--- config.mk ---
export PLATFORM = sky130hd
export DESIGN_NAME = risc8_mem_arbiter_flat
export DESIGN_NICKNAME = d
export VERILOG_FILES = /design/src/rtl/risc8_mem_arbiter_if.sv /design/src/rtl/risc8_mem_arbiter.sv /design/src/flat_wrapper.sv
export SDC_FILE = /design/constraint.sdc
export NUM_CORES = 1
export LEC_CHECK = 0
export CORE_UTILIZATION = 40
export CTS_CLUSTER_DIAMETER = 120
export DETAILED_ROUTE_END_ITERATION = 7
export GPL_TIMING_DRIVEN = 0
export PLACE_DENSITY = 0.84
export RECOVER_POWER = 100
export SYNTH_ARGS = -nofsm -noshare
export SYNTH_HDL_FRONTEND = slang
export SYNTH_SLANG_ARGS = --single-unit
--- constraint.sdc ---
create_clock -name clk -period 2.15 [get_ports clk]
set_input_delay 0.215 -clock clk [delete_from_list [all_inputs] [get_ports clk]]
set_output_delay 0.215 -clock clk [all_outputs]
set_load 0.005 [all_outputs]
--- src/rtl/risc8_mem_arbiter_if.sv ---
// ---------------------------------------------------------------------------
// risc8_mem_arbiter_if
//
// Bundles the three buses around the risc8 memory arbiter:
//   cpu_*  : CPU datapath request/response (req, we, addr, wdata -> rdata,
//            ack, stall)
//   dma_*  : secondary master request/response (req, we, addr, wdata ->
//            rdata, ack, gnt)
//   mem_*  : the single shared memory port (en, we, addr, wdata <- rdata)
//
// Modports:
//   slave  : the arbiter side (takes requests, drives the memory port)
//   master : the environment side (requesters and memory)
// ---------------------------------------------------------------------------
interface risc8_mem_arbiter_if;
   // CPU side
   logic        cpu_req;
   logic        cpu_we;
   logic [23:0] cpu_addr;
   logic [15:0] cpu_wdata;
   logic [15:0] cpu_rdata;
   logic        cpu_ack;
   logic        cpu_stall;

   // secondary master side
   logic        dma_req;
   logic        dma_we;
   logic [23:0] dma_addr;
   logic [15:0] dma_wdata;
   logic [15:0] dma_rdata;
   logic        dma_ack;
   logic        dma_gnt;

   // memory port
   logic        mem_en;
   logic        mem_we;
   logic [23:0] mem_addr;
   logic [15:0] mem_wdata;
   logic [15:0] mem_rdata;

   modport slave (
      input  cpu_req, cpu_we, cpu_addr, cpu_wdata,
      output cpu_rdata, cpu_ack, cpu_stall,
      input  dma_req, dma_we, dma_addr, dma_wdata,
      output dma_rdata, dma_ack, dma_gnt,
      output mem_en, mem_we, mem_addr, mem_wdata,
      input  mem_rdata
   );

   modport master (
      output cpu_req, cpu_we, cpu_addr, cpu_wdata,
      input  cpu_rdata, cpu_ack, cpu_stall,
      output dma_req, dma_we, dma_addr, dma_wdata,
      input  dma_rdata, dma_ack, dma_gnt,
      input  mem_en, mem_we, mem_addr, mem_wdata,
      output mem_rdata
   );
endinterface

--- src/rtl/risc8_mem_arbiter.sv ---
// ---------------------------------------------------------------------------
// risc8_mem_arbiter
//
// Shares the single 16-bit / 24-bit-addressed memory port of the risc8 core
// between the CPU datapath and a secondary master (DMA or COM bridge).
// Accesses never overlap: IDLE (arbitrate) -> ISSUE (strobe the port) ->
// WAIT (reads only, RD_LAT cycles from the issue edge) -> IDLE.
// The CPU has priority; a saturating starvation counter forces one DMA
// grant after STARVE_MAX consecutive contested CPU grants.
//
// Parameters:
//   RD_LAT     : read latency from the issue edge to valid mem_rdata (1..4)
//   STARVE_MAX : contested CPU grants before the DMA is forced (1..15)
// Ports:
//   clk        : clock
//   rst        : synchronous, active-high reset
//   bus.slave  : cpu_* / dma_* request buses and the mem_* port
// ---------------------------------------------------------------------------
module risc8_mem_arbiter #(
   parameter int RD_LAT     = 1,
   parameter int STARVE_MAX = 4
) (
   input  logic               clk,
   input  logic               rst,
   risc8_mem_arbiter_if.slave bus
);

   localparam logic [1:0] WAIT_LOAD  = 2'(RD_LAT - 1);
   localparam logic [3:0] STARVE_LIM = 4'(STARVE_MAX);

   typedef enum logic [1:0] {
      IDLE  = 2'd0,
      ISSUE = 2'd1,
      WAIT  = 2'd2
   } state_t;

   state_t      state_reg,      state_next;
   logic        owner_dma_reg,  owner_dma_next;   // 1 = DMA owns the access
   logic        acc_we_reg,     acc_we_next;      // direction of the access
   logic [1:0]  wait_cnt_reg,   wait_cnt_next;
   logic [3:0]  starve_cnt_reg, starve_cnt_next;
   logic        mem_en_reg,     mem_en_next;
   logic        mem_we_reg,     mem_we_next;
   logic [23:0] mem_addr_reg,   mem_addr_next;
   logic [15:0] mem_wdata_reg,  mem_wdata_next;
   logic [15:0] cpu_hold_reg,   cpu_hold_next;
   logic [15:0] dma_hold_reg,   dma_hold_next;

   logic        grant_dma;
   logic        wr_done;
   logic        rd_done;
   logic        done;
   logic        cpu_ack_int;
   logic        dma_ack_int;

   // ------------------------------------------------------------------
   // State and datapath registers
   // ------------------------------------------------------------------
   always_ff @(posedge clk) begin
      if (rst) begin
         state_reg      <= IDLE;
         owner_dma_reg  <= 1'b0;
         acc_we_reg     <= 1'b0;
         wait_cnt_reg   <= 2'd0;
         starve_cnt_reg <= 4'd0;
         mem_en_reg     <= 1'b0;
         mem_we_reg     <= 1'b0;
         mem_addr_reg   <= 24'd0;
         mem_wdata_reg  <= 16'd0;
         cpu_hold_reg   <= 16'd0;
         dma_hold_reg   <= 16'd0;
      end else begin
         state_reg      <= state_next;
         owner_dma_reg  <= owner_dma_next;
         acc_we_reg     <= acc_we_next;
         wait_cnt_reg   <= wait_cnt_next;
         starve_cnt_reg <= starve_cnt_next;
         mem_en_reg     <= mem_en_next;
         mem_we_reg     <= mem_we_next;
         mem_addr_reg   <= mem_addr_next;
         mem_wdata_reg  <= mem_wdata_next;
         cpu_hold_reg   <= cpu_hold_next;
         dma_hold_reg   <= dma_hold_next;
      end
   end

   // ------------------------------------------------------------------
   // Next-state, arbitration and registered-output logic
   // ------------------------------------------------------------------
   always_comb begin
      state_next      = state_reg;
      owner_dma_next  = owner_dma_reg;
      acc_we_next     = acc_we_reg;
      wait_cnt_next   = wait_cnt_reg;
      starve_cnt_next = starve_cnt_reg;
      mem_en_next     = mem_en_reg;
      mem_we_next     = mem_we_reg;
      mem_addr_next   = mem_addr_reg;
      mem_wdata_next  = mem_wdata_reg;
      cpu_hold_next   = cpu_hold_reg;
      dma_hold_next   = dma_hold_reg;
      grant_dma       = 1'b0;
      wr_done         = 1'b0;
      rd_done         = 1'b0;

      unique case (state_reg)
         IDLE: begin
            if (bus.cpu_req || bus.dma_req) begin
               // CPU wins a tie unless the DMA has been passed over
               // STARVE_MAX times in a row.
               grant_dma = bus.dma_req &&
                           (!bus.cpu_req || (starve_cnt_reg == STARVE_LIM));

               state_next     = ISSUE;
               owner_dma_next = grant_dma;
               acc_we_next    = grant_dma ? bus.dma_we    : bus.cpu_we;
               mem_en_next    = 1'b1;
               mem_we_next    = grant_dma ? bus.dma_we    : bus.cpu_we;
               mem_addr_next  = grant_dma ? bus.dma_addr  : bus.cpu_addr;
               mem_wdata_next = grant_dma ? bus.dma_wdata : bus.cpu_wdata;

               // Only a CPU grant that actually beat a waiting DMA counts
               // as starvation.
               if (!grant_dma && bus.dma_req) begin
                  if (starve_cnt_reg != STARVE_LIM) begin
                     starve_cnt_next = starve_cnt_reg + 4'd1;
                  end
               end else begin
                  starve_cnt_next = 4'd0;
               end
            end
         end

         ISSUE: begin
            // The memory samples the port at the edge ending ISSUE, so the
            // strobe drops here for both writes and reads.
            mem_en_next = 1'b0;
            mem_we_next = 1'b0;
            if (acc_we_reg) begin
               wr_done    = 1'b1;
               state_next = IDLE;
            end else begin
               state_next    = WAIT;
               wait_cnt_next = WAIT_LOAD;
            end
         end

         WAIT: begin
            if (wait_cnt_reg == 2'd0) begin
               rd_done    = 1'b1;
               state_next = IDLE;
               if (owner_dma_reg) begin
                  dma_hold_next = bus.mem_rdata;
               end else begin
                  cpu_hold_next = bus.mem_rdata;
               end
            end else begin
               wait_cnt_next = wait_cnt_reg - 2'd1;
            end
         end

         default: begin
            state_next = IDLE;
         end
      endcase
   end

   // ------------------------------------------------------------------
   // Combinational outputs
   // ------------------------------------------------------------------
   // A completion in the same cycle that reset is asserted is treated as
   // aborted: the access is thrown away, so it must not be acknowledged.
   assign done        = (wr_done || rd_done) && !rst;
   assign cpu_ack_int = done && !owner_dma_reg;
   assign dma_ack_int = done &&  owner_dma_reg;

   assign bus.cpu_ack   = cpu_ack_int;
   assign bus.dma_ack   = dma_ack_int;
   assign bus.dma_gnt   = owner_dma_reg && (state_reg != IDLE);
   assign bus.cpu_stall = bus.cpu_req && !cpu_ack_int;

   // Read data is passed straight through in the ack cycle so the datapath
   // sees it without an extra register stage; otherwise the held copy.
   assign bus.cpu_rdata = (rd_done && !rst && !owner_dma_reg) ? bus.mem_rdata
                                                              : cpu_hold_reg;
   assign bus.dma_rdata = (rd_done && !rst &&  owner_dma_reg) ? bus.mem_rdata
                                                              : dma_hold_reg;

   assign bus.mem_en    = mem_en_reg;
   assign bus.mem_we    = mem_we_reg;
   assign bus.mem_addr  = mem_addr_reg;
   assign bus.mem_wdata = mem_wdata_reg;

endmodule

--- src/flat_wrapper.sv ---
// flat-port wrapper written by rule: the top's interface ports become plain ports
module risc8_mem_arbiter_flat 
#(
   parameter int RD_LAT     = 1,
   parameter int STARVE_MAX = 4
)
  (clk, rst, bus_cpu_req, bus_cpu_we, bus_cpu_addr, bus_cpu_wdata, bus_cpu_rdata, bus_cpu_ack, bus_cpu_stall, bus_dma_req, bus_dma_we, bus_dma_addr, bus_dma_wdata, bus_dma_rdata, bus_dma_ack, bus_dma_gnt, bus_mem_en, bus_mem_we, bus_mem_addr, bus_mem_wdata, bus_mem_rdata);
  risc8_mem_arbiter_if bus_i ();
  input  logic clk;
  input  logic rst;
  input wire logic [$bits(bus_i.cpu_req)-1:0] bus_cpu_req;
  input wire logic [$bits(bus_i.cpu_we)-1:0] bus_cpu_we;
  input wire logic [$bits(bus_i.cpu_addr)-1:0] bus_cpu_addr;
  input wire logic [$bits(bus_i.cpu_wdata)-1:0] bus_cpu_wdata;
  output wire logic [$bits(bus_i.cpu_rdata)-1:0] bus_cpu_rdata;
  output wire logic [$bits(bus_i.cpu_ack)-1:0] bus_cpu_ack;
  output wire logic [$bits(bus_i.cpu_stall)-1:0] bus_cpu_stall;
  input wire logic [$bits(bus_i.dma_req)-1:0] bus_dma_req;
  input wire logic [$bits(bus_i.dma_we)-1:0] bus_dma_we;
  input wire logic [$bits(bus_i.dma_addr)-1:0] bus_dma_addr;
  input wire logic [$bits(bus_i.dma_wdata)-1:0] bus_dma_wdata;
  output wire logic [$bits(bus_i.dma_rdata)-1:0] bus_dma_rdata;
  output wire logic [$bits(bus_i.dma_ack)-1:0] bus_dma_ack;
  output wire logic [$bits(bus_i.dma_gnt)-1:0] bus_dma_gnt;
  output wire logic [$bits(bus_i.mem_en)-1:0] bus_mem_en;
  output wire logic [$bits(bus_i.mem_we)-1:0] bus_mem_we;
  output wire logic [$bits(bus_i.mem_addr)-1:0] bus_mem_addr;
  output wire logic [$bits(bus_i.mem_wdata)-1:0] bus_mem_wdata;
  input wire logic [$bits(bus_i.mem_rdata)-1:0] bus_mem_rdata;
  assign bus_i.cpu_req = bus_cpu_req;
  assign bus_i.cpu_we = bus_cpu_we;
  assign bus_i.cpu_addr = bus_cpu_addr;
  assign bus_i.cpu_wdata = bus_cpu_wdata;
  assign bus_cpu_rdata = bus_i.cpu_rdata;
  assign bus_cpu_ack = bus_i.cpu_ack;
  assign bus_cpu_stall = bus_i.cpu_stall;
  assign bus_i.dma_req = bus_dma_req;
  assign bus_i.dma_we = bus_dma_we;
  assign bus_i.dma_addr = bus_dma_addr;
  assign bus_i.dma_wdata = bus_dma_wdata;
  assign bus_dma_rdata = bus_i.dma_rdata;
  assign bus_dma_ack = bus_i.dma_ack;
  assign bus_dma_gnt = bus_i.dma_gnt;
  assign bus_mem_en = bus_i.mem_en;
  assign bus_mem_we = bus_i.mem_we;
  assign bus_mem_addr = bus_i.mem_addr;
  assign bus_mem_wdata = bus_i.mem_wdata;
  assign bus_i.mem_rdata = bus_mem_rdata;
  risc8_mem_arbiter #(.RD_LAT(RD_LAT), .STARVE_MAX(STARVE_MAX)) u_core (.clk(clk), .rst(rst), .bus(bus_i));
endmodule
==> results of run 1 <==
[placed cells by master, fill, tap and decap left out, drive strengths merged, types with 7 or more instances in the layout]
cell and count:
o21ai 51, dlygate4sd3 16, buf 90, clkbuf 32, ha 7, clkdlybuf4s50 125, inv 10, mux2 32
a311oi 41, nand3 42, nor2 41, dfxtp 84, a22o 33
[kinds of logic (layout without fill, tap and decap cells)]
kind of cell,Yosys count,count (layout),synth area share
AOI/OAI and AO/OA,140,140,0.2557
xor gates and xnor gates,2,2,0.004464
adders and majority gates,7,7,0.02231
buffers and inverters,51,281,0.06057
DFF,84,84,0.4284
muxes,33,33,0.09436
and+or+nand+nor,107,107,0.1342
[per-stage QoR]
stage	util	setup WS [ps]	hold WS, ps	instances
after floorplan	-	339.8	347.6	424
after global placement	0.6251	-294.8	449.8	730
after detailed placement	0.6251	-327.3	455.0	730
after CTS	0.6864	-87.91	321.2	779
after global routing	0.7040	-162.8	399.7	783
final	0.7040	-56.14	351.3	783
[power groups by stage]
stage,registers [uW],logic (uW),clock network (uW)
6_report,1760,994,1070
3_3_place_gp,1790,914,0
2_1_floorplan,1790,383,0
5_1_grt,1780,1070,1160
4_1_cts,1760,973,1080
3_5_place_dp,1790,935,0
[critical path: stages (launching register included)]
cell,delay [ps]
dfxtp_2,330
inv_2,80
ha_4,150
nand2_4,70
nor3b_4,220
buf_4,150
buf_6,120
buf_6,110
mux2_4,300
buf_6,110
[final cells by class]
type | instances | area share
plain buffers | 42 | 0.03262
clock buffers | 10 | 0.02086
inverters | 8 | 0.004551
clock inverters | 6 | 0.007207
well taps | 129 | 0.02446
multi-input cells | 289 | 0.3273
repair buffers | 215 | 0.3273
flip-flops and latches | 84 | 0.2556
[layer usage]
metal / share of wire / track usage / vias to the layer above / routed length (um)
met5: 0 / 0 / - / 0
met4: 0.018 / 0.09699 / 0 / 259
met3: 0.083 / 0.08183 / 24 / 1166
met2: 0.51 / 0.4605 / 216 / 7168
met1: 0.39 / 0.2903 / 2105 / 5510
li1: - / - / 2056 / -
[worst max path at each step]
| stage | startpoint | end | slack, ps |
|---|---|---|---|
| after global placement | u_core.state_reg[0] | bus_dma_rdata[3] | -290 |
| after detailed placement | u_core.state_reg[0] | bus_cpu_rdata[3] | -330 |
| after global routing | u_core.wait_cnt_reg[0] | bus_dma_rdata[2] | -160 |
| after CTS | u_core.state_reg[0] | bus_cpu_rdata[7] | -90 |
| final | u_core.wait_cnt_reg[0] | bus_dma_rdata[12] | -60 |
| after floorplan | u_core.state_reg[0] | bus_dma_rdata[10] | 340 |
[what timing repair did]
item	4_1_cts	5_1_grt
pin swaps	5	5
setup buffers	31	7
resized for setup	189	44
gates cloned	2	0
hold buffers	0	0
endpoints found under the setup margin	35	34
[Yosys cell counts, drive strengths merged (3+ instances only)]
master	n
dfxtp	84
o21ai	51
nand3	42
a311oi	41
nor2	41
a22o	33
mux2	32
buf	26
clkbuf	17
inv	8
ha	7
a21oi	6
nor3	5
nand2	3
nor2b	3
nor3b	3
==> flow_summary.yaml, run 1 <==
power:
  p_seq_frac: 0.460
  p_int_uw: 2708
  power_density_nw_per_um2: 579.8
  netSwitchingFraction: 0.2920
  finalPower_uw: 3825
  cellLeakagePower_uw: 0.002692
  clockPowerShare: 0.280
  p_comb_frac: 0.260
  power_switching_uw: 1117
  ir_drop_uv: 371.1
final_layout:
  final_nets: 758
  register_area_um2: 1687
  drive_gt1_frac: 0.2477
  diodes: 0
  syn_to_final_growth_pct: 68.09
  largest_reg_flops: 24
  n_fill_cell: 726
  final_area_um2: 6598
  multi_input_area_um2: 2160
drt:
  vias: 4401
  drc_errors: 0
  routedWlPerCell_um: 18.01
  drt-initial-drc-count: 263
  ant_nets: 0
  wl_um: 14110
  dr.pass1.iters: 5
  avgViaCountPerCell: 5.621
synthesis:
  synth_seq_cells: 84
  synth_flop_cell: "dfxtp_1"
  synth-seq-area-share: 0.4284
  synth_area_um2: 3925
  synth_edf_count: 0
  synth_area_leader_cell: "dfxtp_1"
  synth_area_per_cell_um2: 9.257
  yosys_warnings: 0
  synth_top_area_frac: 0.4284
  syn_nets: 533
  synth_cell_type_count: 42
  syn_inst: 424
  yosys-top-cells-area: "dfxtp_1 (43%), a311oi_1 (9.1%), mux2_2 (8.0%)"
  ys_async_sr_fraction: 0
timing:
  finalHoldViolCount: 0
  rsz0062_at_grt: "yes"
  tightest_slew_ps: 728.1
  setup_ws_ps: -56.14
  finClkSkew_ps: 10.68
  fmax_mhz: 453.3
  relSlewSlack: 0.5123
  tns_ps: -717.1
  min_period_ps: 2206
  post-route-period-util: 1.026
  slew_viol_final: 0
  finalSetupViolations: 22
setup_path:
  r2r-start: "u_core.state_reg[0]"
  crit_path_start_kind: "register"
  reg2regPathDepth: 7
  critPathCaptureType: "primary output"
  arrival_ps: 1990
  crit_type: "register to primary output"
  required_ps: 1930
  r2r_slack_ps: 220
  r2r-end: "u_core.bus.mem_addr[10]"
  cp_max_fo: 4
clock_network:
  root_buffer: "clkbuf_8"
  tritoncts: "done"
  cts_sinks: 84
  cts_inserted_buffers: 9
  htree_num_levels: 3
  worstSkewPairLatency_ps: 350
  clkTransAtPathRegs_ps: 90
  cts_buffer_depth: 2
min_path:
  min_from: "bus_dma_req"
  hold_path_class: "input port to register"
  hold_path_depth: 4
  whs_endpoint: "u_core.owner_dma_reg"
place:
  dpl_cell_area_um2: 5858
  port_buffers: 177
  place.gp.congestion: 0.8425
  dp_hpwl_um: 9339
job:
  cap_violations: 0
floorplanning:
  row_count: 35
  core_area_um2: 9371
  initial_core_util: 0.4188
  die-area_um2: 10210
  dieHeight_um: 101.1
  ios: 180
  die_x_um: 101.1
grt:
  antenna_found_initial: 0
  grt_start_max_net_pins: 16
  grt_first_pass_wirelength_um: 20890
  grt.overflow.total: 0
  grt_usage: 0.2600
  first_global_vias: 4418
run_status:
  violations: "setup timing"
  status: "finished, violations left"
Power figures use the tool's default switching activity.
==> run 2: changes to the inputs <==
--- a/config.mk
+++ b/config.mk
@@ -9,7 +9,7 @@
 export CTS_CLUSTER_DIAMETER = 120
 export DETAILED_ROUTE_END_ITERATION = 7
 export GPL_TIMING_DRIVEN = 0
-export PLACE_DENSITY = 0.84
+export PLACE_DENSITY = 0.89
 export RECOVER_POWER = 100
 export SYNTH_ARGS = -nofsm -noshare
 export SYNTH_HDL_FRONTEND = slang
==> flow_summary.yaml, run 2 (synthesized netlist as in run 1, its figures left out) <==
run_status:
  status: "finished, violations left"
  violations: "setup timing"
setup_path:
  r2r_slack_ps: 220
  crit_type: "register to primary output"
  crit_buf_inv: 5
  cpPeakStageDelay_ps: 330
  crit_path_cell_trace: "inv_2 -> ha_4 -> nand2_4 -> nor3_4 -> buf_6 -> buf_6 -> buf_6 -> mux2_4 -> buf_6"
  critPathCaptureType: "primary output"
  crit_family: "buffers and inverters"
  crit_path_top_delay_cell: "dfxtp_2"
  required_ps: 1930
  crit_path_start_kind: "register"
  arrival_ps: 1970
  cp_max_fo: 4
  crit_cells: 9
  crit_top_cell: "buf_6"
  reg2regPathDepth: 7
drt:
  vias: 4418
  drc_errors: 0
  routedWlPerCell_um: 18.41
  avgViaCountPerCell: 5.708
  dr.pass1.iters: 4
  ant_nets: 0
  drt-initial-drc-count: 239
  wl_um: 14250
power:
  cellLeakagePower_uw: 0.002715
  power_density_nw_per_um2: 633.8
  ir_drop_uv: 471.3
clock_network:
  worstSkewPairLatency_ps: 350
  cts_buffer_depth: 2
  cts_sinks: 84
  root_buffer: "clkbuf_8"
  cts_inserted_buffers: 9
  tritoncts: "done"
  htree_num_levels: 3
  clkTransAtPathRegs_ps: 90
timing:
  finalSetupViolations: 10
  slew_viol_final: 0
  fmax_mhz: 456.7
  whs_ps: 363.0
  min_period_ps: 2190
  tns_ps: -181.9
  post-route-period-util: 1.019
  tightest_slew_ps: 690.4
  setup_ws_ps: -39.86
  relSlewSlack: 0.5376
  finalHoldViolCount: 0
  finClkSkew_ps: 9.847
  rsz0062_at_grt: "yes"
floorplanning:
  die_x_um: 101.1
  die-area_um2: 10210
  core_area_um2: 9371
  ios: 180
  dieHeight_um: 101.1
  row_count: 35
  initial_core_util: 0.4188
place:
  dpl_cell_area_um2: 5858
  port_buffers: 177
  dp_hpwl_um: 9447
  place.gp.congestion: 0.8791
final_layout:
  largest_reg_flops: 24
  syn_to_final_growth_pct: 65.92
  final_nets: 748
  final_area_um2: 6513
  final_common_cell: "clkdlybuf4s50_1"
  layout_common_cells: "clkdlybuf4s50_1 (102), dfxtp_1 (79), o21ai_0 (51)"
  drive_gt1_frac: 0.2391
min_path:
  hold_path_depth: 4
  hold_path_class: "input port to register"
grt:
  first_global_vias: 4404
  grt_first_pass_wirelength_um: 21960
  grt_start_max_net_pins: 16
  grt.overflow.total: 0
  grt_usage: 0.2758
  antenna_found_initial: 1
job:
  cap_violations: 0
[run 2: cell types whose count changed in the layout (fill, tap and decap cells not counted), moves of 2 or more]
| cell | previous run | this run |
|---|---|---|
| buf_2 | 22 | 33 |
| buf_6 | 55 | 38 |
| bufinv_16 | 0 | 3 |
| clkbuf_2 | 9 | 5 |
| clkdlybuf4s50_1 | 125 | 102 |
| clkinvlp_4 | 4 | 2 |
| dlygate4sd3_1 | 16 | 39 |
[run 2: worst paths after layout]
check / start / end
max reg2reg: u_core.state_reg[0] / u_core.bus.mem_addr[5]
max: u_core.wait_cnt_reg[1] / bus_cpu_rdata[10]
min reg2reg: u_core.dma_hold_reg[2] / u_core.dma_hold_reg[2]
min: bus_dma_req / u_core.owner_dma_reg
[run 2: report_power, final]
group | leakage [uW] | total [uW] | switching (uW) | internal (uW)
combinational | 0.00191 | 967 | 429 | 538
clock | 0.000116 | 1400 | 619 | 780
sequential | 0.000691 | 1760 | 77.1 | 1680
total | 0.00271 | 4130 | 1130 | 3000
[run 2: what timing repair did]
item	in CTS	in global routing
pin swaps	6	4
setup endpoints to repair	35	34
cloned	2	0
buffers inserted	22	5
hold buffers	0	0
gates resized for setup	206	19
[run 2: per-layer routing]
layer	routed length (um)	track usage	up-vias	part of all wire
met4	388	0.1093	0	0.027
met2	6925	0.4762	241	0.49
met5	0	0	-	0
li1	-	-	2025	-
met1	5792	0.3280	2122	0.41
met3	1140	0.06657	30	0.080
[run 2: tightest hold or removal path: stages]
cell     delay [ps]
buf_2           190
o21ai_0         120
nand2_1          90
a21oi_1          60
[run 2: area by class of cell]
type                       instances  area (um^2)
inverter                           8        30.03
tap                              129        161.4
fill                             691         2859
clock inverter                     7        122.6
clock buffer                       9        123.9
multi-input combinational        289         2160
sequential                        84         1688
antenna                            1        2.502
buffer                            42        219.0
timing repair buffer             205         2006
[run 2: per-stage QoR]
| step | instances | util | total power, uW | setup slack (ps) |
|---|---|---|---|---|
| 5_1_grt | 774 | 0.6949 | 4305 | -108.1 |
| 3_3_place_gp | 730 | 0.6251 | 2696 | -279.7 |
| 2_1_floorplan | 424 | - | 2173 | 339.8 |
| 4_1_cts | 770 | 0.6869 | 4158 | -76.09 |
| 3_5_place_dp | 730 | 0.6251 | 2729 | -353.8 |
| 6_report | 774 | 0.6949 | 4128 | -39.86 |
